==> src/rtl/cpu_cu_if.sv <==
// Control-unit <-> execution-unit bundle: instruction/flags in, strobes out.
interface cpu_cu_if;
    logic [15:0] ir_out;
    logic        C;
    logic        N;
    logic        Z;
    logic        step;
    logic        w_en;
    logic        s_sel;
    logic        pc_ld;
    logic        pc_inc;
    logic        ir_ld;
    logic        adr_sel;
    logic        pc_sel;
    logic [2:0]  W_Adr;
    logic [2:0]  R_Adr;
    logic [2:0]  S_Adr;
    logic [3:0]  ALU_OP;
    logic        mr_en;
    logic        mw_en;
    logic        halted;
    logic [3:0]  state;

    modport master (
        input  ir_out, C, N, Z, step,
        output w_en, s_sel, pc_ld, pc_inc, ir_ld, adr_sel, pc_sel,
        output W_Adr, R_Adr, S_Adr, ALU_OP, mr_en, mw_en, halted, state
    );

    modport slave (
        output ir_out, C, N, Z, step,
        input  w_en, s_sel, pc_ld, pc_inc, ir_ld, adr_sel, pc_sel,
        input  W_Adr, R_Adr, S_Adr, ALU_OP, mr_en, mw_en, halted, state
    );
endinterface

==> src/rtl/cpu_control_unit.sv <==
// Moore FSM sequencing fetch/decode/execute for the execution unit.
// Define CU_STEP_EN to add a WAIT state released by the step input.
module cpu_control_unit #(
    parameter logic [3:0] ALU_PASS_R = 4'h0,
    parameter logic [3:0] ALU_PASS_S = 4'h1
) (
    input  logic     clk,
    input  logic     reset,
    cpu_cu_if.master bus
);
    typedef enum logic [3:0] {
        S_RESET    = 4'd0,
        S_FETCH    = 4'd1,
        S_DECODE   = 4'd2,
        S_EXEC_ALU = 4'd3,
        S_LOAD     = 4'd4,
        S_STORE    = 4'd5,
        S_BRANCH   = 4'd6,
        S_JUMP     = 4'd7,
        S_HALT     = 4'd8,
        S_ILLEGAL  = 4'd9,
        S_WAIT     = 4'd10
    } state_e;

    state_e      state_q, state_d;
    logic [2:0]  psr_q, psr_d;
    logic [15:0] ir;
    logic        taken;
    state_e      exec_next;

    assign ir = bus.ir_out;

`ifdef CU_STEP_EN
    assign exec_next = S_WAIT;
`else
    logic unused_step;
    assign unused_step = bus.step;
    assign exec_next   = S_FETCH;
`endif

    always_ff @(posedge clk) begin
        if (reset) begin
            state_q <= S_RESET;
            psr_q   <= 3'b000;
        end else begin
            state_q <= state_d;
            psr_q   <= psr_d;
        end
    end

    // Only ALU ops touch the flags; every other state holds them.
    assign psr_d = (state_q == S_EXEC_ALU) ? {bus.C, bus.N, bus.Z} : psr_q;

    always_comb begin
        taken = 1'b0;
        case (ir[11:8])
            4'h0:    taken = 1'b1;
            4'h1:    taken = psr_q[0];
            4'h2:    taken = !psr_q[0];
            4'h3:    taken = psr_q[2];
            4'h4:    taken = !psr_q[2];
            4'h5:    taken = psr_q[1];
            4'h6:    taken = !psr_q[1];
            default: taken = 1'b0;
        endcase
    end

    always_comb begin
        state_d = state_q;
        case (state_q)
            S_RESET:  state_d = S_FETCH;
            S_FETCH:  state_d = S_DECODE;
            S_DECODE: begin
                unique case (1'b1)
                    !ir[15]:             state_d = S_EXEC_ALU;
                    ir[15:12] == 4'h8:   state_d = S_LOAD;
                    ir[15:12] == 4'h9:   state_d = S_STORE;
                    ir[15:12] == 4'hA:   state_d = S_BRANCH;
                    ir[15:12] == 4'hB:   state_d = S_JUMP;
                    ir[15:12] == 4'hF:   state_d = S_HALT;
                    default:             state_d = S_ILLEGAL;
                endcase
            end
            S_EXEC_ALU, S_LOAD, S_STORE, S_BRANCH, S_JUMP:
                state_d = exec_next;
            S_HALT:    state_d = S_HALT;
            S_ILLEGAL: state_d = S_ILLEGAL;
`ifdef CU_STEP_EN
            S_WAIT:    state_d = bus.step ? S_FETCH : S_WAIT;
`endif
            default:   state_d = S_ILLEGAL;
        endcase
    end

    always_comb begin
        bus.w_en    = 1'b0;
        bus.s_sel   = 1'b0;
        bus.pc_ld   = 1'b0;
        bus.pc_inc  = 1'b0;
        bus.ir_ld   = 1'b0;
        bus.adr_sel = 1'b0;
        bus.pc_sel  = 1'b0;
        bus.mr_en   = 1'b0;
        bus.mw_en   = 1'b0;
        bus.ALU_OP  = ALU_PASS_R;
        bus.W_Adr   = ir[8:6];
        bus.R_Adr   = ir[5:3];
        bus.S_Adr   = ir[2:0];
        bus.halted  = (state_q == S_HALT) || (state_q == S_ILLEGAL);
        bus.state   = state_q;
        case (state_q)
            S_FETCH: begin
                bus.mr_en  = 1'b1;
                bus.ir_ld  = 1'b1;
                bus.pc_inc = 1'b1;
            end
            S_EXEC_ALU: begin
                bus.w_en   = 1'b1;
                bus.ALU_OP = ir[14:11];
            end
            S_LOAD: begin
                bus.adr_sel = 1'b1;
                bus.mr_en   = 1'b1;
                bus.s_sel   = 1'b1;
                bus.w_en    = 1'b1;
            end
            S_STORE: begin
                bus.adr_sel = 1'b1;
                bus.ALU_OP  = ALU_PASS_S;
                bus.mw_en   = 1'b1;
            end
            S_BRANCH: bus.pc_ld = taken;
            S_JUMP: begin
                bus.ALU_OP = ALU_PASS_R;
                bus.pc_sel = 1'b1;
                bus.pc_ld  = 1'b1;
            end
            default: ;
        endcase
        // Reset kills every strobe immediately, even mid-instruction.
        if (reset) begin
            bus.w_en    = 1'b0;
            bus.s_sel   = 1'b0;
            bus.pc_ld   = 1'b0;
            bus.pc_inc  = 1'b0;
            bus.ir_ld   = 1'b0;
            bus.adr_sel = 1'b0;
            bus.pc_sel  = 1'b0;
            bus.mr_en   = 1'b0;
            bus.mw_en   = 1'b0;
        end
    end
endmodule

==> src/flat_wrapper.sv <==
// flat-port wrapper written by rule: the top's interface ports become plain ports
module cpu_control_unit_flat 
#(
    parameter logic [3:0] ALU_PASS_R = 4'h0,
    parameter logic [3:0] ALU_PASS_S = 4'h1
)
  (clk, reset, bus_ir_out, bus_C, bus_N, bus_Z, bus_step, bus_w_en, bus_s_sel, bus_pc_ld, bus_pc_inc, bus_ir_ld, bus_adr_sel, bus_pc_sel, bus_W_Adr, bus_R_Adr, bus_S_Adr, bus_ALU_OP, bus_mr_en, bus_mw_en, bus_halted, bus_state);
  cpu_cu_if bus_i ();
  input  logic clk;
  input  logic reset;
  input wire logic [$bits(bus_i.ir_out)-1:0] bus_ir_out;
  input wire logic [$bits(bus_i.C)-1:0] bus_C;
  input wire logic [$bits(bus_i.N)-1:0] bus_N;
  input wire logic [$bits(bus_i.Z)-1:0] bus_Z;
  input wire logic [$bits(bus_i.step)-1:0] bus_step;
  output wire logic [$bits(bus_i.w_en)-1:0] bus_w_en;
  output wire logic [$bits(bus_i.s_sel)-1:0] bus_s_sel;
  output wire logic [$bits(bus_i.pc_ld)-1:0] bus_pc_ld;
  output wire logic [$bits(bus_i.pc_inc)-1:0] bus_pc_inc;
  output wire logic [$bits(bus_i.ir_ld)-1:0] bus_ir_ld;
  output wire logic [$bits(bus_i.adr_sel)-1:0] bus_adr_sel;
  output wire logic [$bits(bus_i.pc_sel)-1:0] bus_pc_sel;
  output wire logic [$bits(bus_i.W_Adr)-1:0] bus_W_Adr;
  output wire logic [$bits(bus_i.R_Adr)-1:0] bus_R_Adr;
  output wire logic [$bits(bus_i.S_Adr)-1:0] bus_S_Adr;
  output wire logic [$bits(bus_i.ALU_OP)-1:0] bus_ALU_OP;
  output wire logic [$bits(bus_i.mr_en)-1:0] bus_mr_en;
  output wire logic [$bits(bus_i.mw_en)-1:0] bus_mw_en;
  output wire logic [$bits(bus_i.halted)-1:0] bus_halted;
  output wire logic [$bits(bus_i.state)-1:0] bus_state;
  assign bus_i.ir_out = bus_ir_out;
  assign bus_i.C = bus_C;
  assign bus_i.N = bus_N;
  assign bus_i.Z = bus_Z;
  assign bus_i.step = bus_step;
  assign bus_w_en = bus_i.w_en;
  assign bus_s_sel = bus_i.s_sel;
  assign bus_pc_ld = bus_i.pc_ld;
  assign bus_pc_inc = bus_i.pc_inc;
  assign bus_ir_ld = bus_i.ir_ld;
  assign bus_adr_sel = bus_i.adr_sel;
  assign bus_pc_sel = bus_i.pc_sel;
  assign bus_W_Adr = bus_i.W_Adr;
  assign bus_R_Adr = bus_i.R_Adr;
  assign bus_S_Adr = bus_i.S_Adr;
  assign bus_ALU_OP = bus_i.ALU_OP;
  assign bus_mr_en = bus_i.mr_en;
  assign bus_mw_en = bus_i.mw_en;
  assign bus_halted = bus_i.halted;
  assign bus_state = bus_i.state;
  cpu_control_unit #(.ALU_PASS_R(ALU_PASS_R), .ALU_PASS_S(ALU_PASS_S)) u_core (.clk(clk), .reset(reset), .bus(bus_i));
endmodule
==> config.mk <==
export PLATFORM = sky130hd
export DESIGN_NAME = cpu_control_unit_flat
export DESIGN_NICKNAME = d
export VERILOG_FILES = /design/src/rtl/cpu_cu_if.sv /design/src/rtl/cpu_control_unit.sv /design/src/flat_wrapper.sv
export SDC_FILE = /design/constraint.sdc
export NUM_CORES = 1
export LEC_CHECK = 0
export CAP_MARGIN = 10
export CELL_PAD_IN_SITES_DETAIL_PLACEMENT = 0
export CELL_PAD_IN_SITES_GLOBAL_PLACEMENT = 2
export CORE_MARGIN = 5
export CORE_UTILIZATION = 18
export DETAILED_ROUTE_END_ITERATION = 12
export GPL_TIMING_DRIVEN = 0
export PLACE_DENSITY = 0.83
export SYNTH_ARGS = -nofsm -noshare
export SYNTH_HDL_FRONTEND = slang
export SYNTH_SLANG_ARGS = --single-unit
==> constraint.sdc <==
create_clock -name clk -period 2.55 [get_ports clk]
set_clock_uncertainty 0.15 [all_clocks]
set_input_delay 0.51 -clock clk [delete_from_list [all_inputs] [get_ports clk]]
set_output_delay 0.51 -clock clk [all_outputs]
set_load 0.005 [all_outputs]
==> results.md, run 1 <==
- Diodes inserted: 0
- Area leader, netlist: dfxtp_1
- Crit path kind: in -> out
- Count leader, synth: buf_4
- Final nets: 144
- Met2 Wirelength: 914 µm
- Wire length on met3: 186 µm
- Top cells by count, synth: 11 x buf_4, 9 x nor2_1, 7 x dfxtp_1, 5 x and2_1, 5 x nor2b_1
- Post-Place Worst Slack: -0.403 ns
- Syn avg cell area: 8.48 µm²
- DR WL/cell: 11.2 µm
- Area grow syn2layout: 78.6%
- Critical path required time: 1.89 ns
- Met1 WL: 750 µm
- Clock Sinks: 7
- Post-route ant nets: 0
- Crit-path leading delay family: buffers and inverters
- Power per cell area: 323 mW/mm²
- Routability-driven placement congestion ratio: 0.677
- Top FF cell, synth: dfxtp_1
- DRC: 0
- CP Cell Sequence: dlygate4sd2_1 -> clkbuf_8 -> nor4_4 -> buf_4 -> clkdlybuf4s50_1
- Total track usage: 0.0806
- Setup crit start kind: input pin
- Synth unique cells: 34
- Vert. Die Dim: 69.8 µm
- CTS tree: done
- Io pins: 49
- Clk root buf: clkbuf_4
- Detailed-route via count: 697
- Pin count of the biggest net entering global routing: 11
- Relative slew margins: 0.800
- Vias in the first global route: 740
- Crit path DAT: 1.78 ns
- Hold Path Class: reg -> reg
- #FFs+latches synth: 7
- VDD IR max: 0.000129 V
- Critical-path top delay cell: clkdlybuf4s50_1
- Layout cells sized above 1: 0.231
- H-tree levels: 1
- Actual slew at the worst max-slew pin: 0.297 ns
- Top sig layer: met4
- 1st-pass router iterations: 4
- Die X-Extent: 69.8 µm
- First-pass GRT wire length: 3250 µm
- Die Outline Area: 0.00488 mm²
- Row cnt: 21
- CTS buffer count: 3
- PortBufs: 39
- Yosys warns: 0
- Cells after DPL: 161
- Initial antenna violation count: 0
- Achievable Freq: 410 MHz
- Drt total wl: 1860 µm
- CTS clk-pin slew, worst paths: 0.05 ns
- Final HPWL DP: 1520 µm
- Post-CTS Hold Buffers: 0
- Max stage delay on crit path: 0.49 ns
- Area contributors post-synth: dfxtp_1 22%, buf_4 13%, mux2i_1 6.2%, nor2_1 5.2%, buf_6 5.2%
- Yosys top cell area share: 0.217
- Worst hold slack: 0.381 ns
- Post-route minimum period: 2.44 ns
- Ys async rst share: 0
- Seq/Total Area, Yosys: 0.217
- LEAKAGE: 0.451 nW
- Clk Latency, worst-skew pair: 0.24 ns
- Endpoints failing setup: 0
- Status: finished clean
- Critical path peak fanout: 4
- Gr ovfl total: 0
- Mapped Area: 644 µm²
- EDFF count, synth: 0
- WP buf/inv: 4
- Starting density of the core: 0.190
- Vias per inst: 4.17
- CORE AREA: 0.00339 mm²
- Max-Cap Viols: 0
- Pwr Total: 0.372 mW
- RSZ-0062 raised after global routing: false
- Fin. Hold Viols: 0
- Initial drt markers: 5
- Synth Net Count: 98
- Gate Count Post-Synth: 76
- Final worst slack: 0.109 ns
- Fin crit share: 0.957
- Critical Path Sink Type: primary output
- Max Transition Viols Final: 0
- Final Util: 0.340
- Non-Filler Instances: 167
- Clock tree buffer depth: 2
registers in the layout (all words and copies together), names as in the netlist:
name and cells:
u_core.bus.state 4, u_core.psr_q 3
cell families after synthesis:
logic type             Yosys count  share of synthesized area
AO/OA/AOI/OAI                    8                      0.120
XOR/XNOR                         2                     0.0272
buffers and inverters           17                      0.200
flip-flops                       7                      0.217
multiplexers                     4                     0.0621
AND/OR/NAND/NOR                 38                      0.373
per-stage QoR:
stage	area (µm²)	setup TNS [ns]
floorplan	644	0
global placement	1090	-1.19
CTS	1150	0
global route	1150	0
finish	1150	0
detailed placement	1090	-1.37
repair_timing:
| action | 4_1_cts | 5_1_grt |
|---|---|---|
| pin swaps | 3 | 1 |
| setup buffers | 2 | 0 |
| endpoints found under the hold margin | 0 | 0 |
| setup endpoints to repair | 6 | 1 |
| resized for setup | 11 | 0 |
final timing paths:
path / cells past startpoint / slack, ns / endpoint / start
max: 5 / 0.11 / bus_pc_inc / reset
min reg2reg: 2 / 0.38 / u_core.psr_q[1] / u_core.psr_q[1]
max reg2reg: 5 / 1.20 / u_core.psr_q[2] / u_core.bus.state[0]
min: 2 / 0.38 / u_core.psr_q[1] / u_core.psr_q[1]
worst reg2reg max path, cell delays in order (launching register included):
cell and delay [ns]:
dfxtp_1 0.34, buf_4 0.18, and4bb_1 0.22, buf_6 0.13
mux2i_1 0.18, nor2_1 0.06
report_power, final:
group,internal [mW],switching [mW]
combinational,0.0968,0.0579
sequential,0.116,0.00440
clock,0.0595,0.0372
total,0.273,0.0995
layout make-up:
type,count,area (µm²)
plain buffers,16,135
clock buffers,4,26.3
fillers,355,2240
inverters,1,3.75
multi-input cells,52,390
flip-flops and latches,7,140
well taps,46,57.6
repair buffers,41,398
placed cells by master, fill, tap and decap left out, types with 2 or more instances in the layout:
cell type / count
buf_4: 13
nor3_1: 2
nor2b_1: 5
mux2i_1: 4
buf_6: 3
and2_1: 5
dfxtp_1: 7
clkdlybuf4s50_1: 33
nor2_1: 9
nor4_1: 2
nand2b_1: 3
dlygate4sd2_1: 6
clkbuf_4: 3
layer usage:
layer,GRT usage,up-vias
met5,0,-
met4,0.0383,0
met3,0.0319,2
met2,0.130,28
met1,0.0922,322
li1,-,345
No activity file was read; power rests on OpenSTA's default activity.
==> run 2: changes to the inputs <==
--- a/config.mk
+++ b/config.mk
@@ -9,10 +9,11 @@
 export CELL_PAD_IN_SITES_DETAIL_PLACEMENT = 0
 export CELL_PAD_IN_SITES_GLOBAL_PLACEMENT = 2
 export CORE_MARGIN = 5
-export CORE_UTILIZATION = 18
+export CORE_UTILIZATION = 32
 export DETAILED_ROUTE_END_ITERATION = 12
+export DONT_BUFFER_PORTS = 1
 export GPL_TIMING_DRIVEN = 0
-export PLACE_DENSITY = 0.83
+export PLACE_DENSITY_LB_ADDON = 0.1
 export SYNTH_ARGS = -nofsm -noshare
 export SYNTH_HDL_FRONTEND = slang
 export SYNTH_SLANG_ARGS = --single-unit
==> results.md, run 2 (same netlist as run 1, synthesis figures left out) <==
- DR WL/cell: 14.0 µm (+26%)
- FF-to-FF path depth: 5 (unchanged)
- Final worst slack: 0.358 ns (+0.249 ns)
- Clk Latency, worst-skew pair: 0.25 ns (about the same)
- Starting density of the core: 0.332 (+0.142)
- Dpl cell area: 678 µm² (-38%)
- Die Outline Area: 0.00301 mm² (-38%)
- Pwr Total: 0.313 mW (-16%)
- Clk root buf: clkbuf_4
- RSZ-0062 raised after global routing: false
- Area grow syn2layout: 9.32%
- Critical path peak fanout: 10 (+6)
- Max-Cap Viols: 0 (unchanged)
- Fin. Hold Viols: 0 (unchanged)
- Internal power: 0.223 mW (-18%)
- # resized after CTS: 0 (-11)
- Final nets: 103 (-28%)
- Pin count of the biggest net entering global routing: 11 (unchanged)
- VDD IR max: 0.000192 V (+49%)
- Critical Path Sink Type: primary output
- Total track usage: 0.103 (+0.0226)
- Power per cell area: 444 mW/mm² (+37%)
- CP startpoint: u_core.bus.state[0]
- CP Cell Sequence: buf_4 -> nand2b_1 -> nor4_1 -> buf_4
- Post-CTS setup buffer count: 0 (-2)
- Relative slew margins: 0.641 (-0.159)
- Worst r2r dst: u_core.psr_q[0]
- Clock tree buffer depth: 2 (unchanged)
- Crit path DAT: 1.53 ns (-0.25 ns)
- Non-Filler Instances: 107 (-36%)
- Post-route ant nets: 0 (unchanged)
- Fillcell total: 225 (-37%)
- Io pins: 49 (unchanged)
- Gr ovfl total: 0 (unchanged)
- Sw frac: 0.287 (+0.0198)
- Initial drt markers: 2 (-3)
- Vias per inst: 5.00 (+20%)
- Initial antenna violation count: 0 (unchanged)
- CORE AREA: 0.00194 mm² (-43%)
- LEAKAGE: 0.278 nW (-38%)
- 1st-pass router iterations: 3 (-1)
- Fin crit share: 0.860 (-0.0976)
- Post-CTS Hold Buffers: 0 (unchanged)
- Cells after DPL: 103 (-36%)
- Drt total wl: 1500 µm (-19%)
- Vias in the first global route: 516 (-30%)
- Area of the multi-input gates: 375 µm² (-3.8%)
- Most frequent cells in the layout: 11 x buf_4, 9 x nor2_1, 7 x dfxtp_1
- Setup slack, reg-to-reg: 1.15 ns (-0.05 ns)
- CTS buffer count: 3 (unchanged)
- H-tree levels: 1 (unchanged)
- Layout cells sized above 1: 0.300 (+0.0686)
- Crit-path most repeated cell: buf_4
- Register area: 140 µm² (unchanged)
- Clock Power Share: 0.327 (+0.067)
- Reg power frac: 0.389 (+0.065)
- Switch Pwr: 0.0899 mW (-9.7%)
- Hold Path Class: in -> reg
- Die X-Extent: 54.9 µm (-21%)
- CTS tree: done
- Post-route minimum period: 2.19 ns (-0.249 ns)
- Row cnt: 16 (-24%)
- Crit path kind: reg -> out
- Commonest non-fill, non-tap cell in the layout: buf_4
- Actual slew at the worst max-slew pin: 0.538 ns (+0.241 ns)
- Reg2reg start: u_core.bus.state[0]
- Final HPWL DP: 1250 µm (-18%)
- Post-route cell area: 704 µm² (-39%)
- Setup crit start kind: flop
- Worst Hold Depth: 1 (-1)
- CTS clk-pin slew, worst paths: 0.05 ns (about the same)
- Max reg flops: 4 (unchanged)
- Critical path required time: 1.89 ns (about the same)
- DRC: 0 (unchanged)
- Post-Place Worst Slack: 0.447 ns (+0.850 ns)
- Diodes inserted: 0 (unchanged)
- Combinational share of power: 0.284 (-0.132)
- Clock Sinks: 7 (unchanged)
- Critical-path top delay cell: nor4_1
- Detailed-route via count: 535 (-23%)
- Setup TNS: 0 ns (unchanged)
- Achievable Freq: 456 MHz (+11%)
- Endpoints failing setup: 0 (unchanged)
- Max stage delay on crit path: 0.41 ns (-0.08 ns)
- Max Transition Viols Final: 0 (unchanged)
- Vert. Die Dim: 54.9 µm (-21%)
- Routability-driven placement congestion ratio: 0.675 (-0.40%)
- First-pass GRT wire length: 2240 µm (-31%)
- Critical Path End: bus_pc_inc
- PortBufs: 0 (-100%)
- Status: finished clean
==> run 2: how the worst min path moves through the flow <==
stage	from	end	slack [ns]
after floorplan	u_core.psr_q[0]	u_core.psr_q[0]	0.33
after global placement	u_core.psr_q[0]	u_core.psr_q[0]	0.35
final	bus_ir_out[14]	u_core.bus.state[2]	0.17
after CTS	bus_ir_out[14]	u_core.bus.state[2]	0.17
after detailed placement	u_core.psr_q[0]	u_core.psr_q[0]	0.36
after global routing	bus_ir_out[14]	u_core.bus.state[2]	0.16
==> run 2: per-stage QoR <==
stage / hold slack [ns] / util
floorplan: 0.326 / -
global placement: 0.353 / 0.349
detailed placement: 0.364 / 0.349
CTS: 0.172 / 0.363
global route: 0.162 / 0.363
finish: 0.173 / 0.363
==> run 2: per-layer routing <==
| metal | global-route usage | share of wire | vias up |
|---|---|---|---|
| li1 | - | - | 265 |
| met5 | 0 | 0 | - |
| met2 | 0.156 | 0.47 | 25 |
| met4 | 0.0498 | 0.011 | 0 |
| met1 | 0.132 | 0.41 | 243 |
| met3 | 0.0300 | 0.11 | 2 |
==> run 2: layout make-up <==
cell class                      instances  share of cell area
Multi-Input combinational cell         52               0.533
Sequential cell                         7               0.199
Clock buffer                            4              0.0373
Buffer                                 16               0.178
Inverter                                1             0.00533
Tap cell                               27              0.0480
==> run 2: worst max-delay path, delay by kind of cell (launching register included) <==
family                 cells  cell delay, ns
buffers and inverters      2            0.39
and+or+nand+nor            2            0.53
DFF                        1            0.36
==> run 2: power groups by stage <==
stage                     registers (mW)  logic [mW]  clock network [mW]
after detailed placement           0.124      0.0899                   0
after floorplan                    0.123      0.0782                   0
final                              0.122      0.0889               0.102
after global routing               0.123      0.0974               0.114
after CTS                          0.122      0.0903               0.104
after global placement             0.124      0.0902                   0
==> run 3: changes to the inputs <==
--- a/config.mk
+++ b/config.mk
@@ -17,3 +17,4 @@
 export SYNTH_ARGS = -nofsm -noshare
 export SYNTH_HDL_FRONTEND = slang
 export SYNTH_SLANG_ARGS = --single-unit
+export TNS_END_PERCENT = 30
==> results of run 3 <==
No change in the layout: final DEF, timing and power equal those of run 2.
